`src/rtl/trap_sequencer.sv`:
```
// trap_sequencer: sequences M-mode trap entry and MRET return for the RV32IM core.
// Sequence: DRAIN outstanding memory access, FLUSH the pipeline, write the CSRs one
// per cycle, then hold a fetch redirect until it is accepted. Outputs are registered
// and follow the state they belong to. drain_timeout_o is the exception: it reports
// the give-up decision in the DRAIN cycle where that decision is made.
module trap_sequencer #(
   parameter int XLEN          = 32,
   parameter int DRAIN_TIMEOUT = 16
) (
   input  logic            clk_i,
   input  logic            rst_ni,
   input  logic            trap_req_i,
   input  logic            trap_is_irq_i,
   input  logic [3:0]      trap_cause_i,
   input  logic [XLEN-1:0] trap_pc_i,
   input  logic [XLEN-1:0] trap_tval_i,
   input  logic [XLEN-1:0] trap_vector_i,
   input  logic            mret_req_i,
   input  logic [XLEN-1:0] mepc_i,
   input  logic            mstatus_mie_i,
   input  logic            mstatus_mpie_i,
   input  logic            mem_busy_i,
   input  logic            redirect_ready_i,
   output logic            stall_o,
   output logic            flush_o,
   output logic            csr_we_o,
   output logic [11:0]     csr_addr_o,
   output logic [XLEN-1:0] csr_wdata_o,
   output logic            redirect_valid_o,
   output logic [XLEN-1:0] redirect_pc_o,
   output logic            busy_o,
   output logic            drain_timeout_o
);

   localparam int CW = $clog2(DRAIN_TIMEOUT + 1);
   localparam logic [CW-1:0] DRAIN_LAST = CW'(DRAIN_TIMEOUT - 1);
   localparam logic [CW-1:0] CNT_ONE    = CW'(1);

   localparam logic [11:0] CSR_MSTATUS = 12'h300;
   localparam logic [11:0] CSR_MEPC    = 12'h341;
   localparam logic [11:0] CSR_MCAUSE  = 12'h342;
   localparam logic [11:0] CSR_MTVAL   = 12'h343;

   typedef enum logic [2:0] {
      S_IDLE       = 3'd0,
      S_DRAIN      = 3'd1,
      S_FLUSH      = 3'd2,
      S_WR_MEPC    = 3'd3,
      S_WR_MCAUSE  = 3'd4,
      S_WR_MTVAL   = 3'd5,
      S_WR_MSTATUS = 3'd6,
      S_REDIRECT   = 3'd7
   } state_t;

   // mcause layout: interrupt flag in the MSB, cause code in the low nibble.
   function automatic logic [XLEN-1:0] f_mcause(input logic irq, input logic [3:0] cause);
      return {irq, {(XLEN-5){1'b0}}, cause};
   endfunction

   // mstatus image with MPP fixed to machine mode; all other fields cleared.
   function automatic logic [XLEN-1:0] f_mstatus(input logic mpie_bit, input logic mie_bit);
      logic [XLEN-1:0] v;
      v        = {XLEN{1'b0}};
      v[12:11] = 2'b11;
      v[7]     = mpie_bit;
      v[3]     = mie_bit;
      return v;
   endfunction

   state_t            r_state;
   logic [CW-1:0]     r_drain_cnt;
   logic              r_is_mret;
   logic              r_is_irq;
   logic [3:0]        r_cause;
   logic [XLEN-3:0]   r_pc_hi;
   logic [XLEN-1:0]   r_tval;
   logic [XLEN-1:0]   r_target;   // trap vector or mepc, whichever this sequence returns to
   logic              r_ie;       // captured mie (trap) or mpie (mret)

   logic              r_stall;
   logic              r_flush;
   logic              r_csr_we;
   logic [11:0]       r_csr_addr;
   logic [XLEN-1:0]   r_csr_wdata;
   logic              r_redirect_valid;
   logic [XLEN-1:0]   r_redirect_pc;

   logic              w_drain_timeout;

   // Drain gives up when the last allowed DRAIN cycle still sees the memory busy.
   always_comb begin
      w_drain_timeout = 1'b0;
      if ((r_state == S_DRAIN) && mem_busy_i && (r_drain_cnt == DRAIN_LAST)) begin
         w_drain_timeout = 1'b1;
      end else begin
         w_drain_timeout = 1'b0;
      end
   end

   // Sequencer state, request capture and registered outputs for the upcoming state.
   always_ff @(posedge clk_i or negedge rst_ni) begin
      if (!rst_ni) begin
         r_state          <= S_IDLE;
         r_drain_cnt      <= {CW{1'b0}};
         r_is_mret        <= 1'b0;
         r_is_irq         <= 1'b0;
         r_cause          <= 4'd0;
         r_pc_hi          <= {(XLEN-2){1'b0}};
         r_tval           <= {XLEN{1'b0}};
         r_target         <= {XLEN{1'b0}};
         r_ie             <= 1'b0;
         r_stall          <= 1'b0;
         r_flush          <= 1'b0;
         r_csr_we         <= 1'b0;
         r_csr_addr       <= 12'h000;
         r_csr_wdata      <= {XLEN{1'b0}};
         r_redirect_valid <= 1'b0;
         r_redirect_pc    <= {XLEN{1'b0}};
      end else begin
         // Pulsed outputs drop unless the next state asserts them.
         r_flush     <= 1'b0;
         r_csr_we    <= 1'b0;
         r_csr_addr  <= 12'h000;
         r_csr_wdata <= {XLEN{1'b0}};

         case (r_state)
            S_IDLE: begin
               r_redirect_valid <= 1'b0;
               r_redirect_pc    <= {XLEN{1'b0}};
               r_drain_cnt      <= {CW{1'b0}};
               if (trap_req_i) begin
                  r_is_mret <= 1'b0;
                  r_is_irq  <= trap_is_irq_i;
                  r_cause   <= trap_cause_i;
                  r_pc_hi   <= trap_pc_i[XLEN-1:2];
                  r_tval    <= trap_tval_i;
                  r_target  <= trap_vector_i;
                  r_ie      <= mstatus_mie_i;
                  r_stall   <= 1'b1;
                  r_state   <= S_DRAIN;
               end else if (mret_req_i) begin
                  r_is_mret <= 1'b1;
                  r_target  <= mepc_i;
                  r_ie      <= mstatus_mpie_i;
                  r_stall   <= 1'b1;
                  r_state   <= S_DRAIN;
               end else begin
                  r_stall   <= 1'b0;
                  r_state   <= S_IDLE;
               end
            end

            S_DRAIN: begin
               if (!mem_busy_i || w_drain_timeout) begin
                  r_flush <= 1'b1;
                  r_state <= S_FLUSH;
               end else begin
                  r_drain_cnt <= r_drain_cnt + CNT_ONE;
               end
            end

            S_FLUSH: begin
               r_csr_we <= 1'b1;
               if (r_is_mret) begin
                  r_csr_addr  <= CSR_MSTATUS;
                  r_csr_wdata <= f_mstatus(1'b1, r_ie);
                  r_state     <= S_WR_MSTATUS;
               end else begin
                  r_csr_addr  <= CSR_MEPC;
                  r_csr_wdata <= {r_pc_hi, 2'b00};
                  r_state     <= S_WR_MEPC;
               end
            end

            S_WR_MEPC: begin
               r_csr_we    <= 1'b1;
               r_csr_addr  <= CSR_MCAUSE;
               r_csr_wdata <= f_mcause(r_is_irq, r_cause);
               r_state     <= S_WR_MCAUSE;
            end

            S_WR_MCAUSE: begin
               r_csr_we    <= 1'b1;
               r_csr_addr  <= CSR_MTVAL;
               r_csr_wdata <= r_is_irq ? {XLEN{1'b0}} : r_tval;
               r_state     <= S_WR_MTVAL;
            end

            S_WR_MTVAL: begin
               r_csr_we    <= 1'b1;
               r_csr_addr  <= CSR_MSTATUS;
               r_csr_wdata <= f_mstatus(r_ie, 1'b0);
               r_state     <= S_WR_MSTATUS;
            end

            S_WR_MSTATUS: begin
               r_redirect_valid <= 1'b1;
               r_redirect_pc    <= r_target;
               r_state          <= S_REDIRECT;
            end

            S_REDIRECT: begin
               if (redirect_ready_i) begin
                  r_redirect_valid <= 1'b0;
                  r_redirect_pc    <= {XLEN{1'b0}};
                  r_stall          <= 1'b0;
                  r_state          <= S_IDLE;
               end else begin
                  r_redirect_valid <= 1'b1;
                  r_redirect_pc    <= r_target;
                  r_state          <= S_REDIRECT;
               end
            end

            default: begin
               r_stall          <= 1'b0;
               r_redirect_valid <= 1'b0;
               r_redirect_pc    <= {XLEN{1'b0}};
               r_state          <= S_IDLE;
            end
         endcase
      end
   end

   assign stall_o          = r_stall;
   assign flush_o          = r_flush;
   assign csr_we_o         = r_csr_we;
   assign csr_addr_o       = r_csr_addr;
   assign csr_wdata_o      = r_csr_wdata;
   assign redirect_valid_o = r_redirect_valid;
   assign redirect_pc_o    = r_redirect_pc;
   assign busy_o           = (r_state != S_IDLE);
   assign drain_timeout_o  = w_drain_timeout;

endmodule

```
`config.mk`:
```
export PLATFORM = sky130hd
export DESIGN_NAME = trap_sequencer
export DESIGN_NICKNAME = d
export VERILOG_FILES = /design/src/rtl/trap_sequencer.sv
export SDC_FILE = /design/constraint.sdc
export NUM_CORES = 1
export LEC_CHECK = 0
export BUFFER_PORTS_ARGS = -buffer_cell sky130_fd_sc_hd__buf_2
export CORE_MARGIN = 2
export CORE_UTILIZATION = 44
export DETAILED_ROUTE_END_ITERATION = 7
export PLACE_DENSITY = 0.7
export SETUP_SLACK_MARGIN = 0.5
export SYNTH_ARGS = -nofsm -noshare
export SYNTH_HDL_FRONTEND = slang
export SYNTH_SLANG_ARGS = --single-unit
export TNS_END_PERCENT = 30
```
`constraint.sdc`:
```
create_clock -name clk_i -period 3.27 [get_ports clk_i]
set_clock_uncertainty 0.1 [all_clocks]
set_input_delay 0.654 -clock clk_i [delete_from_list [all_inputs] [get_ports clk_i]]
set_output_delay 0.654 -clock clk_i [all_outputs]
set_load 0.05 [all_outputs]
```
==> results.toml <==
[synthesis]
synthCells = 556
netlist_top_cells_area = "dfrtp_1 60%, a22o_1 7.5%, mux2_2 7.4%"
ys_types = 44
yosysWarningCount = 0
ys.flop_type = "dfrtp_1"
synth-edff-count = 0
syn_avg_cell_area_um2 = 13.4
synth-seq-cells = 180
synthTopCellsByCount = "180 x dfrtp_1, 64 x a22o_1, 49 x mux2_2, 49 x nor2_1, 42 x a21oi_1"
synthArstFlopShare_pct = 100
yosys.area.top_type = "dfrtp_1"
seq_area_frac_synth_pct = 60.4
synth_top_area_share_pct = 60.4
synth_area_mm2 = 0.00745
synth_most_common_cell = "dfrtp_1"

[setup_path]
cp-start-kind = "register"
worstSetupPathType = "register to primary output"
critPathBufInv = 2
cp_max_fo = 19
critPathArrivalTime_ns = 1.98
path_cells = "buf_4 -> and4_1 -> buf_2"
cp-end-kind = "primary output"
cpMaxStageDelayCell = "dfrtp_1"
crit_required_ns = 2.52
worst_path_dominant_cell_family = "flip-flops"
critical_path.max_stage_delay_ns = 0.77

[finish]
nNetsFinal = 902
instances_no_fill = 989
seq_area_mm2 = 0.00450
area_growth_pct = 23.7
layout-drive-gt1-share_pct = 43.2
num-fill-cells = 1456
multiInputGateArea_mm2 = 0.00266

[floorplan]
initial_core_util_pct = 44.9
die_h_um = 134
dieArea_mm2 = 0.0180
rows = 47
ios = 223
die_w_um = 134
core_mm2 = 0.0166

[grt]
overflow = 0
grt_usage_pct = 19.2
grt_pass1_wl_um = 27300
grt_max_degree = 75
grt_pass1_vias = 5326
antenna_found_initial = 4

[detailed_routing]
wl_met2_um = 7940
dr.pass1.iters = 6
top_layer = "met5"
num_vias = 5101
wl_met3_um = 1370
drt_wl_total_um = 16800
ant_nets = 0
avgRoutedWirePerCell_um = 17.0
drc = 0
wirelength_met1_um = 7350
drt_iter0_markers = 225
routed_via_density = 5.16

[timing]
setup_viol = 0
hold_viol = 0
whs_ns = 0.0255
max_freq_ghz = 0.365
worstMarginPinSlew_ns = 0.668
finalCritPeriodShare_pct = 83.7
fin_tns_setup_ns = 0
period_minus_slack_ns = 2.74
drv_slew = 0
grt_setup_unrepaired = "yes"
slew_headroom_pct = 55.5

[cts]
insertion_delay_ns = 0.42
clockBufferDepth = 2
tritoncts = "built"
cts_max_level = 4
clock_sinks = 180
cts_hold_buf = 0
numCtsBuffers = 17
clk_pin_slew_ns = 0.06
cts-root-buf = "clkbuf_16"

[power_and_ir_drop]
p_per_area_mw_per_mm2 = 849
power_leakage_uw = 0.00463
ir_drop_mv = 0.379

[place]
dp_cells = 957
numPortBuffers = 213
dpl.hpwl_um = 11800
gp_congestion = 0.791

[hold_path]
min_path_type = "primary input to async pin"

[job]
maxCapViolations = 0

[run_status]
status = "finished clean"
-- per-stage QoR --
step	util [%]	worst slack (ns)	total power, uW	cell area, um^2
final	55.6	0.532	7830	9220
after CTS	55.6	0.521	7910	9210
after global placement	52.2	0.632	5780	8650
after detailed placement	52.2	0.523	5930	8650
after floorplan	-	1.09	5340	7480
after global routing	55.6	0.422	8320	9220
-- final timing paths --
| kind | startpoint | endpoint | slack (ns) | depth (start not counted) |
|---|---|---|---|---|
| min in group clk_i | trap_cause_i[0] | r_cause[0]$_DFFE_PN0P_ | 0.37 | 2 |
| setup / recovery | r_state[0]$_DFFE_PN0P_ | drain_timeout_o | 0.53 | 3 |
| setup reg to reg | r_state[1]$_DFFE_PN0P_ | csr_wdata_o[0]$_DFF_PN0_ | 0.87 | 5 |
| hold reg to reg | redirect_valid_o$_DFFE_PN0P_ | redirect_valid_o$_DFFE_PN0P_ | 0.39 | 1 |
| max in group asynchronous | rst_ni | r_state[0]$_DFFE_PN0P_ | 2.32 | 2 |
| hold / removal | rst_ni | csr_wdata_o[29]$_DFF_PN0_ | 0.03 | 1 |
-- layout make-up --
cell class / instances / share of cell area [%]
clock inverters: 11 / 1.40
inverters: 5 / 0.204
well taps: 220 / 2.99
clock buffers: 19 / 4.70
diodes: 2 / 0.0543
flip-flops and latches: 180 / 48.9
multi-input cells: 329 / 28.8
repair buffers: 223 / 13.0
-- cells in the final DEF, fill, tap and decap left out, types with 10 or more instances in the layout --
master,n
a21oi_1,41
buf_2,212
mux2_4,19
nor2_1,48
mux2i_1,34
a22o_1,64
dfrtp_1,180
clkbuf_16,17
mux2_2,49
o21ai_0,10
-- sequential cells by signal, summed over array words and instances, names as in the netlist, 3 cells and up --
name,count
csr_addr_o,4
r_cause,4
r_drain_cnt,5
r_pc_hi,30
r_target,32
redirect_pc_o,32
csr_wdata_o,32
r_state,3
r_tval,32
-- what timing repair did --
| item | in CTS | in global routing |
|---|---|---|
| buffers inserted | 0 | 0 |
| setup endpoints to repair | 0 | 28 |
| resized for setup | 0 | 1 |
-- layer usage --
| metal | vias up | track usage, % |
|---|---|---|
| met1 | 2512 | 25.4 |
| met4 | 2 | 4.62 |
| met2 | 196 | 30.9 |
| met3 | 8 | 6.35 |
| li1 | 2383 | - |
| met5 | - | 0 |
-- cell families after synthesis --
kind of cell / share of synthesized area [%]
AOI/OAI and AO/OA: 12.5
adders and majority gates: 0.839
buffers and inverters: 4.50
DFF: 60.4
muxes: 15.8
other: 0.0503
and+or+nand+nor: 5.84
-- where the power goes --
part           internal (uW)  switching, uW  total (uW)
combinational           1060           1350        2410
clock                   1120            838        1960
sequential              2970            489        3460
No activity file was read; power rests on OpenSTA's default activity.
